$ cat src/rtl/rom_load_pkg.sv
// rom_load_pkg
//   Shared types and constants for the ROM download controller.
//   - state_t      : controller FSM states
//   - *_INDEX_DEF  : default ioctl_index values for ROM, variant and DIP downloads
//   - DIP_DEFAULT  : DIP bank value after reset (all switches off)
package rom_load_pkg;

  typedef enum logic [2:0] {
    BOOT,
    LOAD,
    DRAIN,
    HOLD,
    RUN
  } state_t;

  localparam logic [7:0]  ROM_INDEX_DEF = 8'd0;
  localparam logic [7:0]  MOD_INDEX_DEF = 8'd1;
  localparam logic [7:0]  DIP_INDEX_DEF = 8'd254;
  localparam logic [63:0] DIP_DEFAULT   = 64'hFFFF_FFFF_FFFF_FFFF;

endpackage

$ cat src/rtl/rom_load_ctrl_if.sv
// rom_load_ctrl_if
//   Bundles the hps_io download stream, the ROM write port and the core
//   status/reset outputs of rom_load_ctrl. Names are seen from the controller:
//   i_* are driven by the host side, o_* by the controller.
//   modport slave  : the controller
//   modport master : the host / core side (hps_io, ROM sink, testbench)
interface rom_load_ctrl_if #(
  parameter int ROM_AW = 16
);
  logic              i_soft_reset;
  logic              i_ioctl_download;
  logic [7:0]        i_ioctl_index;
  logic              i_ioctl_wr;
  logic [24:0]       i_ioctl_addr;
  logic [7:0]        i_ioctl_dout;
  logic              o_ioctl_wait;
  logic              i_rom_busy;
  logic              o_rom_we;
  logic [ROM_AW-1:0] o_rom_addr;
  logic [7:0]        o_rom_data;
  logic [7:0]        o_mod;
  logic [63:0]       o_dipsw;
  logic              o_core_reset;
  logic              o_load_done;
  logic [ROM_AW:0]   o_byte_count;
  logic              o_load_err;

  modport slave (
    input  i_soft_reset, i_ioctl_download, i_ioctl_index, i_ioctl_wr,
    input  i_ioctl_addr, i_ioctl_dout, i_rom_busy,
    output o_ioctl_wait, o_rom_we, o_rom_addr, o_rom_data, o_mod, o_dipsw,
    output o_core_reset, o_load_done, o_byte_count, o_load_err
  );

  modport master (
    output i_soft_reset, i_ioctl_download, i_ioctl_index, i_ioctl_wr,
    output i_ioctl_addr, i_ioctl_dout, i_rom_busy,
    input  o_ioctl_wait, o_rom_we, o_rom_addr, o_rom_data, o_mod, o_dipsw,
    input  o_core_reset, o_load_done, o_byte_count, o_load_err
  );

endinterface

$ cat src/rtl/load_skid.sv
// load_skid
//   One-entry address/data holding register for ROM bytes that could not be
//   written straight through. Push and pop in the same cycle is allowed: the
//   old entry leaves and the new one takes its place.
//   Ports: clk, rst (async, active high), i_push/i_addr/i_data (load entry),
//          i_pop (entry consumed), o_full/o_addr/o_data (held entry).
module load_skid #(
  parameter int AW = 16
) (
  input  logic          clk,
  input  logic          rst,
  input  logic          i_push,
  input  logic          i_pop,
  input  logic [AW-1:0] i_addr,
  input  logic [7:0]    i_data,
  output logic          o_full,
  output logic [AW-1:0] o_addr,
  output logic [7:0]    o_data
);
  logic          r_valid;
  logic [AW-1:0] r_addr;
  logic [7:0]    r_data;

  always_ff @(posedge clk or posedge rst) begin
    if (rst) begin
      r_valid <= 1'b0;
      r_addr  <= '0;
      r_data  <= '0;
    end else if (i_push) begin
      r_valid <= 1'b1;
      r_addr  <= i_addr;
      r_data  <= i_data;
    end else if (i_pop) begin
      r_valid <= 1'b0;
    end
  end

  assign o_full = r_valid;
  assign o_addr = r_addr;
  assign o_data = r_data;

endmodule

$ cat src/rtl/rom_load_ctrl.sv
// rom_load_ctrl
//   Sequences the hps_io download stream for the arcade core: ROM bytes go to
//   the core ROM write port (paced with ioctl_wait when the sink is busy), the
//   variant byte and the 8-byte DIP bank are latched, and the core reset is
//   held through power-up, ROM loads, variant changes and soft resets, then
//   released HOLD_CYCLES cycles after entering HOLD.
//   Ports: clk, rst (async, active high), bus (rom_load_ctrl_if.slave) carrying
//          the ioctl stream, ROM write port, mod/dipsw and status outputs.
module rom_load_ctrl
  import rom_load_pkg::*;
#(
  parameter int         ROM_AW      = 16,
  parameter int         HOLD_CYCLES = 1024,
  parameter logic [7:0] ROM_INDEX   = ROM_INDEX_DEF,
  parameter logic [7:0] MOD_INDEX   = MOD_INDEX_DEF,
  parameter logic [7:0] DIP_INDEX   = DIP_INDEX_DEF
) (
  input logic            clk,
  input logic            rst,
  rom_load_ctrl_if.slave bus
);
  localparam int              CW        = (HOLD_CYCLES > 1) ? $clog2(HOLD_CYCLES) : 1;
  localparam logic [CW-1:0]   HOLD_LOAD = CW'(HOLD_CYCLES - 1);
  localparam logic [ROM_AW:0] COUNT_MAX = {1'b1, {ROM_AW{1'b0}}};

  state_t            r_state;
  logic              r_core_reset;
  logic              r_load_done;
  logic              r_dl_prev;
  logic [CW-1:0]     r_hold_cnt;
  logic              r_rom_we;
  logic [ROM_AW-1:0] r_rom_addr;
  logic [7:0]        r_rom_data;
  logic [7:0]        r_mod;
  logic [ROM_AW:0]   r_byte_count;
  logic              r_load_err;

  logic              w_skid_full;
  logic [ROM_AW-1:0] w_skid_addr;
  logic [7:0]        w_skid_data;

  logic w_load_start, w_rom_wr, w_in_range, w_accept, w_oor;
  logic w_pop, w_direct, w_push, w_drop, w_issue, w_mod_wr, w_dip_wr, w_hold_req;

  assign w_load_start = bus.i_ioctl_download && !r_dl_prev && (bus.i_ioctl_index == ROM_INDEX);
  assign w_rom_wr     = bus.i_ioctl_wr && (bus.i_ioctl_index == ROM_INDEX);
  assign w_in_range   = (bus.i_ioctl_addr[24:ROM_AW] == '0);
  assign w_accept     = w_rom_wr && w_in_range;
  assign w_oor        = w_rom_wr && !w_in_range;
  // The held byte always goes out before any newer one; a new byte bypasses
  // the buffer only when it is empty and the sink is ready.
  assign w_pop        = w_skid_full && !bus.i_rom_busy;
  assign w_direct     = w_accept && !w_skid_full && !bus.i_rom_busy;
  assign w_push       = w_accept && !w_direct && (!w_skid_full || w_pop);
  assign w_drop       = w_accept && w_skid_full && !w_pop;
  assign w_issue      = w_pop || w_direct;
  assign w_mod_wr     = bus.i_ioctl_wr && (bus.i_ioctl_index == MOD_INDEX);
  assign w_dip_wr     = bus.i_ioctl_wr && (bus.i_ioctl_index == DIP_INDEX) &&
                        (bus.i_ioctl_addr[24:3] == '0);
  assign w_hold_req   = bus.i_soft_reset || w_mod_wr;

  load_skid #(.AW(ROM_AW)) u_skid (
    .clk    (clk),
    .rst    (rst),
    .i_push (w_push),
    .i_pop  (w_pop),
    .i_addr (bus.i_ioctl_addr[ROM_AW-1:0]),
    .i_data (bus.i_ioctl_dout),
    .o_full (w_skid_full),
    .o_addr (w_skid_addr),
    .o_data (w_skid_data)
  );

  // Controller FSM with registered core reset.
  always_ff @(posedge clk or posedge rst) begin
    if (rst) begin
      r_state      <= BOOT;
      r_core_reset <= 1'b1;
      r_load_done  <= 1'b0;
      r_dl_prev    <= 1'b0;
      r_hold_cnt   <= '0;
    end else begin
      r_dl_prev <= bus.i_ioctl_download;
      if (w_load_start) begin
        r_state      <= LOAD;
        r_core_reset <= 1'b1;
      end else begin
        case (r_state)
          BOOT: if (r_load_done) begin
            r_state    <= HOLD;
            r_hold_cnt <= HOLD_LOAD;
          end
          LOAD: if (!bus.i_ioctl_download) r_state <= DRAIN;
          DRAIN: if (!w_skid_full) begin
            r_state     <= HOLD;
            r_hold_cnt  <= HOLD_LOAD;
            r_load_done <= 1'b1;
          end
          HOLD: begin
            // A fresh request restarts the full hold period.
            if (w_hold_req) begin
              r_hold_cnt <= HOLD_LOAD;
            end else if (r_hold_cnt == '0) begin
              r_state      <= RUN;
              r_core_reset <= 1'b0;
            end else begin
              r_hold_cnt <= r_hold_cnt - CW'(1);
            end
          end
          RUN: if (w_hold_req) begin
            r_state      <= HOLD;
            r_hold_cnt   <= HOLD_LOAD;
            r_core_reset <= 1'b1;
          end
          default: r_state <= BOOT;
        endcase
      end
    end
  end

  // ROM write port, byte counter, error flag and variant byte.
  always_ff @(posedge clk or posedge rst) begin
    if (rst) begin
      r_rom_we     <= 1'b0;
      r_rom_addr   <= '0;
      r_rom_data   <= '0;
      r_byte_count <= '0;
      r_load_err   <= 1'b0;
      r_mod        <= '0;
    end else begin
      r_rom_we <= w_issue;
      if (w_pop) begin
        r_rom_addr <= w_skid_addr;
        r_rom_data <= w_skid_data;
      end else if (w_direct) begin
        r_rom_addr <= bus.i_ioctl_addr[ROM_AW-1:0];
        r_rom_data <= bus.i_ioctl_dout;
      end
      if (w_load_start) begin
        r_byte_count <= '0;
        r_load_err   <= 1'b0;
      end else begin
        if (w_issue && (r_byte_count != COUNT_MAX))
          r_byte_count <= r_byte_count + (ROM_AW+1)'(1);
        if (w_drop || w_oor)
          r_load_err <= 1'b1;
      end
      if (w_mod_wr)
        r_mod <= bus.i_ioctl_dout;
    end
  end

  // DIP bank: one register per byte, selected by ioctl_addr[2:0].
  for (genvar gi = 0; gi < 8; gi++) begin : g_dip
    logic [7:0] r_byte;
    always_ff @(posedge clk or posedge rst) begin
      if (rst)
        r_byte <= DIP_DEFAULT[8*gi +: 8];
      else if (w_dip_wr && (bus.i_ioctl_addr[2:0] == 3'(gi)))
        r_byte <= bus.i_ioctl_dout;
    end
    assign bus.o_dipsw[8*gi +: 8] = r_byte;
  end

  assign bus.o_ioctl_wait = w_skid_full;
  assign bus.o_rom_we     = r_rom_we;
  assign bus.o_rom_addr   = r_rom_addr;
  assign bus.o_rom_data   = r_rom_data;
  assign bus.o_mod        = r_mod;
  assign bus.o_core_reset = r_core_reset;
  assign bus.o_load_done  = r_load_done;
  assign bus.o_byte_count = r_byte_count;
  assign bus.o_load_err   = r_load_err;

endmodule
$ cat src/flat_wrapper.sv
// flat-port wrapper written by rule: the top's interface ports become plain ports
module rom_load_ctrl_flat import rom_load_pkg::*;
#(
  parameter int         ROM_AW      = 16,
  parameter int         HOLD_CYCLES = 1024,
  parameter logic [7:0] ROM_INDEX   = ROM_INDEX_DEF,
  parameter logic [7:0] MOD_INDEX   = MOD_INDEX_DEF,
  parameter logic [7:0] DIP_INDEX   = DIP_INDEX_DEF
)
  (clk, rst, bus_i_soft_reset, bus_i_ioctl_download, bus_i_ioctl_index, bus_i_ioctl_wr, bus_i_ioctl_addr, bus_i_ioctl_dout, bus_i_rom_busy, bus_o_ioctl_wait, bus_o_rom_we, bus_o_rom_addr, bus_o_rom_data, bus_o_mod, bus_o_dipsw, bus_o_core_reset, bus_o_load_done, bus_o_byte_count, bus_o_load_err);
  rom_load_ctrl_if #(.ROM_AW(ROM_AW)) bus_i ();
  input logic clk;
  input logic rst;
  input wire logic [$bits(bus_i.i_soft_reset)-1:0] bus_i_soft_reset;
  input wire logic [$bits(bus_i.i_ioctl_download)-1:0] bus_i_ioctl_download;
  input wire logic [$bits(bus_i.i_ioctl_index)-1:0] bus_i_ioctl_index;
  input wire logic [$bits(bus_i.i_ioctl_wr)-1:0] bus_i_ioctl_wr;
  input wire logic [$bits(bus_i.i_ioctl_addr)-1:0] bus_i_ioctl_addr;
  input wire logic [$bits(bus_i.i_ioctl_dout)-1:0] bus_i_ioctl_dout;
  input wire logic [$bits(bus_i.i_rom_busy)-1:0] bus_i_rom_busy;
  output wire logic [$bits(bus_i.o_ioctl_wait)-1:0] bus_o_ioctl_wait;
  output wire logic [$bits(bus_i.o_rom_we)-1:0] bus_o_rom_we;
  output wire logic [$bits(bus_i.o_rom_addr)-1:0] bus_o_rom_addr;
  output wire logic [$bits(bus_i.o_rom_data)-1:0] bus_o_rom_data;
  output wire logic [$bits(bus_i.o_mod)-1:0] bus_o_mod;
  output wire logic [$bits(bus_i.o_dipsw)-1:0] bus_o_dipsw;
  output wire logic [$bits(bus_i.o_core_reset)-1:0] bus_o_core_reset;
  output wire logic [$bits(bus_i.o_load_done)-1:0] bus_o_load_done;
  output wire logic [$bits(bus_i.o_byte_count)-1:0] bus_o_byte_count;
  output wire logic [$bits(bus_i.o_load_err)-1:0] bus_o_load_err;
  assign bus_i.i_soft_reset = bus_i_soft_reset;
  assign bus_i.i_ioctl_download = bus_i_ioctl_download;
  assign bus_i.i_ioctl_index = bus_i_ioctl_index;
  assign bus_i.i_ioctl_wr = bus_i_ioctl_wr;
  assign bus_i.i_ioctl_addr = bus_i_ioctl_addr;
  assign bus_i.i_ioctl_dout = bus_i_ioctl_dout;
  assign bus_i.i_rom_busy = bus_i_rom_busy;
  assign bus_o_ioctl_wait = bus_i.o_ioctl_wait;
  assign bus_o_rom_we = bus_i.o_rom_we;
  assign bus_o_rom_addr = bus_i.o_rom_addr;
  assign bus_o_rom_data = bus_i.o_rom_data;
  assign bus_o_mod = bus_i.o_mod;
  assign bus_o_dipsw = bus_i.o_dipsw;
  assign bus_o_core_reset = bus_i.o_core_reset;
  assign bus_o_load_done = bus_i.o_load_done;
  assign bus_o_byte_count = bus_i.o_byte_count;
  assign bus_o_load_err = bus_i.o_load_err;
  rom_load_ctrl #(.ROM_AW(ROM_AW), .HOLD_CYCLES(HOLD_CYCLES), .ROM_INDEX(ROM_INDEX), .MOD_INDEX(MOD_INDEX), .DIP_INDEX(DIP_INDEX)) u_core (.clk(clk), .rst(rst), .bus(bus_i));
endmodule
$ cat config.mk
export PLATFORM = sky130hd
export DESIGN_NAME = rom_load_ctrl_flat
export DESIGN_NICKNAME = d
export VERILOG_FILES = /design/src/rtl/rom_load_pkg.sv /design/src/rtl/rom_load_ctrl_if.sv /design/src/rtl/load_skid.sv /design/src/rtl/rom_load_ctrl.sv /design/src/flat_wrapper.sv
export SDC_FILE = /design/constraint.sdc
export NUM_CORES = 1
export LEC_CHECK = 0
export ABC_AREA = 0
export BUFFER_PORTS_ARGS = -buffer_cell sky130_fd_sc_hd__buf_2
export CORE_ASPECT_RATIO = 0.75
export CORE_MARGIN = 4
export CORE_UTILIZATION = 49
export DETAILED_ROUTE_END_ITERATION = 7
export GPL_TIMING_DRIVEN = 0
export PLACE_DENSITY = 0.8
export SLEW_MARGIN = 20
export SYNTH_ARGS = -nofsm -noshare
export SYNTH_HDL_FRONTEND = slang
export SYNTH_SLANG_ARGS = --single-unit
$ cat constraint.sdc
create_clock -name clk -period 5.6 [get_ports clk]
set_input_delay 0.28 -clock clk [delete_from_list [all_inputs] [get_ports clk]]
set_output_delay 0.28 -clock clk [all_outputs]
set_load 0.05 [all_outputs]
Yosys cells after proc, flatten, opt, wreduce, memory -nomap -nowiden
Cells that the tools add are included.
{ "word_totals": {"output_inout_bits": 118, "word_cells": 129, "register_bits": 156, "in_bits": 47} }
{ "op_classes": {"mux": 29, "reduce_logical": 50, "n_addsub": 2, "bitwise_logic": 2, "n_eq_ne": 24} }
{ "op_table": {"columns": ["cell", "n"], "rows": [
  ["$mux W10", 5],
  ["$pmux W10 S4", 1],
  ["$mux W17", 2],
  ["$mux W16", 2],
  ["$logic_and A1 B1 Y1", 24],
  ["$logic_not A22 Y1", 1],
  ["$mux W3", 7],
  ["$add A17 B1 Y17 const B", 1],
  ["$ne A17 B17 Y1 const B", 1],
  ["$mux W8", 2],
  ["$eq A3 B3 Y1 const B", 5],
  ["$pmux W3 S5", 1],
  ["$eq A3 B2 Y1 const B", 4],
  ["$ne A3 B2 Y1 const B", 4],
  ["$reduce_and A6 Y1", 2],
  ["$logic_not A10 Y1", 1],
  ["$sub A10 B1 Y10 const B", 1],
  ["$logic_not A9 Y1", 1],
  ["$ne A3 B1 Y1 const B", 3],
  ["$eq A8 B1 Y1 const B", 1],
  ["$eq A8 B8 Y1 const B", 1],
  ["$logic_not A8 Y1", 1],
  ["$mux W1", 8],
  ["$reduce_bool A2 Y1", 4],
  ["12 further kinds", 24]
]} }

Depth between registers and ports, before layout
{ "depth": {"depth_word": 9, "ltp_mapped": 8, "ltp_nobuf": 7} }

By module
Synthesis repeated with hierarchy kept, for this count alone.
{ "unflattened": {"hier_cells": 594, "area_unflattened_um2": 7199.4} }
{ "modules_own_cells": {"columns": ["mod", "seq_area_each_um2", "area_each_um2", "cells_per_inst", "n_inst"], "rows": [
  ["rom_load_ctrl", 3359.5, 6165.9, 539, 1],
  ["load_skid", 625.6, 1033.5, 55, 1]
]} }

Least setup slack after synthesis
OpenSTA, ideal clock, no wires.
{ "synth_path": {"path_type": "register to register", "start": "reg u_core.r_hold_cnt[0]", "end": "reg u_core.r_hold_cnt[6]", "slack_ns": 3.319, "setup_ns": 0.121, "stages_incl_launch_ff": 8, "n_path_buf": 1, "required_time_ns": 5.479, "synth_period_minus_slack_ns": 2.281, "t_arrival_ns": 2.160, "path_cell_list": "dfrtp_1 -> inv_1 -> ha_1 -> or4b_2 -> nor3_1 -> clkbuf_1 -> o21ai_0 -> a22o_1"} }
{ "synth_via": {"elab_chain_len": 4, "elab_cells_between_ends": 7, "classes_between": "add/sub: 1; eq/ne: 1; mux: 3; reduce/logical: 2"} }
{ "synth_rtl": {"columns": ["item", "line", "rtl"], "rows": [
  ["from (decl)", "rom_load_ctrl.sv:30", "logic [CW-1:0] r_hold_cnt;"],
  ["from (signal assigned)", "rom_load_ctrl.sv:107", "r_hold_cnt <= r_hold_cnt - CW'(1);"],
  ["$sub A10 B1 Y10", "rom_load_ctrl.sv:107", null],
  ["$mux W10", "rom_load_ctrl.sv:103", "end else if (r_hold_cnt == '0) begin"],
  ["$mux W10", "rom_load_ctrl.sv:101", "if (w_hold_req) begin"],
  ["$pmux W10 S4", "rom_load_ctrl.sv:88", "case (r_state)"]
]} }
Parallel ways exist; a longest one is shown, timed or not. The select of a mux whose other input is x is not followed.
A chain may end at the register's enable or synchronous reset.

Worst setup path in the final report
Ends and elaborated chain as after synthesis.

==> results.ini <==
[power_and_ir_drop]
ir_drop_v=0.0002104
p_leak_nw=4.150
p_int_mw=1.899
p_per_area_nw_per_um2=289.6
power_mw=2.540
comb_power_share_pct=8.9
clkPwrFrac_pct=45.2
switching_power_mw=0.6414
p_seq_share_pct=45.9
switching_share_pct=25.25

[clock_network]
cts.sinks=156
ctsHoldBuffers=1
post_cts_resized=0
post_cts.repair.setup_buffers=0
ctsLongestPathBuffers=2
cts-buffers-inserted=17
clkSlewWorstSetupHoldPaths_ps=60
clk-insertion-delay-late_ps=430
cts_tree=done
root_buffer=clkbuf_16
htree_levels=4

[synthesis]
syn_area_um2=7067
synth-edff-count=0
syn_area_per_cell_um2=12.31
synth-seq-cells=156
ys_seq_area_share_pct=56.39
yosys.area_share.simple_pct=13.53
synth_compound_area_share_pct=8.180
synthArstFlopShare_pct=100.0
synth_ff_type=dfrtp_1
yosys-mux-area-fraction_pct=18.84
synth_adder_area_share_pct=0.5312
synth-xor-area-share_pct=0.1239
yosys_warnings=0
synthCells=574
synthesis.nets=624
synth_cell_types=60
synth_top_family_by_area=multiplexers

[timing]
fin_crit_ps=2642
hold_viol_final=0
finalSetupViolCount=0
drv_slew=0
max-slew-margin-rel_pct=48.37
tightest_slew_ps=768.0
fin_ws_ps=2958
fmax_ghz=0.3785
finalCritPeriodShare_pct=47.18
skew_ps=7.749
holdWs_ps=31.64
rsz0062_at_grt=false

[route]
wl_met1_mm=8.018
vias_per_cell=5.636
wl_met3_mm=1.590
drc_errors=0
drt_iter0_markers=302
vias=5450
route.top_layer_used=met4
wl_met2_mm=8.935
wl_mm=18.77
ant_nets=0
routedWlPerCell_um=19.41
firstDrtPassIters=5

[global_route]
antenna_found_initial=0
overflow=0
grt_pass1_vias=5766
grt_use_total_pct=23.36
grt_pass1_wl_mm=30.46
grt_max_degree=110

[final_layout]
mostFrequentLayoutCell=buf_2
nets=808
drive_gt1_share_pct=50.19
syn2layout_area_growth_pct=24.15
final_cell_mix=buf_2, mux2_2, dfrtp_1, dfstp_2, nand2_1
postLayoutCoreUtil_pct=62.96
n_fill_cell=1141
fin_area_um2=8773

[die]
start_util_pct=50.71
fp.dieH_um=112
placementRows=37
coreArea_um2=13930
die_w_um=146.7
die-area_um2=16430
io_pins=165

[status]
status=finished clean

[critical_path]
r2r_slack_ps=2960
worstPathRequired_ps=5910
arrival_ps=2950
worstSetupPathType=reg -> reg
worst-r2r-cell-count=7
regToRegStartpoint=u_core.r_hold_cnt[0]
critPathMaxFanout=10
end_kind=flop
start_kind=flop
cp-startpoint=u_core.r_hold_cnt[0]
r2r-end=u_core.r_hold_cnt[6]

[hold_path]
min_path_type=in -> reg
worstHoldStart=bus_i_ioctl_download
min_delay_path_depth=1
hold_path_end=u_core.r_dl_prev

[place]
post-place-ws_ps=2529
placed_area_um2=8168
place_congestion=0.8738
hpwlAfterDp_mm=13.33
port_buffers=163

[flow_run]
drv_cap=0

[synth_stat cells (all sizes together), types with 6 or more instances]
cell,count,share of area (%)
mux2,96,15
dfrtp,91,32
dfstp,65,24
nand2,44,2.3
o21ai,37,2.6
mux2i,25,3.5
a21oi,23,1.6
nor2,21,1.1
clkbuf,20,1.1
nand3,13,1.1
inv,12,0.64
nand4,12,1.3
nor3,10,0.85
nor4,10,1.2
buf,8,0.71
o31ai,8,0.85
or4,8,0.85
or3,7,0.62
nand2b,6,0.53
[power by group through the flow]
stage               Combinational, mW  Clock (mW)  Sequential [mW]
floorplan                       0.132           0             1.19
global placement                0.207           0             1.18
detailed placement              0.222           0             1.18
CTS                             0.224        1.17             1.16
global route                    0.252        1.22             1.17
finish                          0.227        1.15             1.16
[worst max-delay path by stage]
stage                                 endpoint  slack (ps)  cells past startpoint
floorplan           u_core.bus.o_byte_count[0]        1220                      1
global placement      u_core.bus.o_rom_data[7]        -200                      2
detailed placement   u_core.g_dip[2].r_byte[7]        2530                      7
CTS                  u_core.g_dip[2].r_byte[7]        2980                      7
global route              u_core.r_hold_cnt[4]        2760                      8
finish                    u_core.r_hold_cnt[6]        2960                      7
[critical path, cell delays in order (launching register included)]
cell and delay (ps):
dfrtp_1 390, inv_1 100, ha_1 210, or4b_2 640
nor3_1 390, clkbuf_1 390, o21ai_0 140, a22o_1 270
[through the flow]
step	setup TNS [ps]	instances
after detailed placement	0	933
final	0	967
after global routing	0	966
after global placement	-17440	932
after floorplan	0	574
after CTS	0	966
[sequential cells by signal, indices dropped and copies added (netlist names)]
signal / count
u_core.bus.o_rom_we: 1
u_core.bus.o_load_err: 1
u_core.bus.o_core_reset: 1
u_core.r_state: 3
u_core.u_skid.o_data: 8
u_core.u_skid.o_full: 1
u_core.u_skid.o_addr: 16
u_core.bus.o_load_done: 1
u_core.bus.o_mod: 8
u_core.r_dl_prev: 1
u_core.g_dip.r_byte: 64
u_core.bus.o_byte_count: 17
u_core.r_hold_cnt: 10
u_core.bus.o_rom_addr: 16
u_core.bus.o_rom_data: 8
[per-layer routing]
layer  global-route usage, %  vias to the layer above
met2                   37.28                      222
met3                   6.876                       23
met1                   30.64                     2724
met5                       0                        -
met4                   8.020                        0
li1                        -                     2481
[layout make-up]
cell class	count	area, um^2	area share (%)
flip-flops and latches	156	3985	45.42
diodes	1	2.502	0.02852
plain buffers	28	125.1	1.426
multi-input cells	378	2918	33.26
clock inverters	12	103.9	1.184
repair buffers	165	853.3	9.726
well taps	195	244.0	2.781
clock buffers	20	489.2	5.576
inverters	12	52.55	0.5990
[logic make-up (layout without fill, tap and decap cells)]
group                    after synthesis  in the layout
AND/OR/NAND/NOR                      159            159
flip-flops                           156            156
multiplexers                         121            121
AO/OA/AOI/OAI                         94             94
buffers and inverters                 40            237
adder cells (fa/ha/maj)                3              3
XOR/XNOR                               1              1
other                                  0              1
Note: power is estimated with default switching activity, not from simulation.
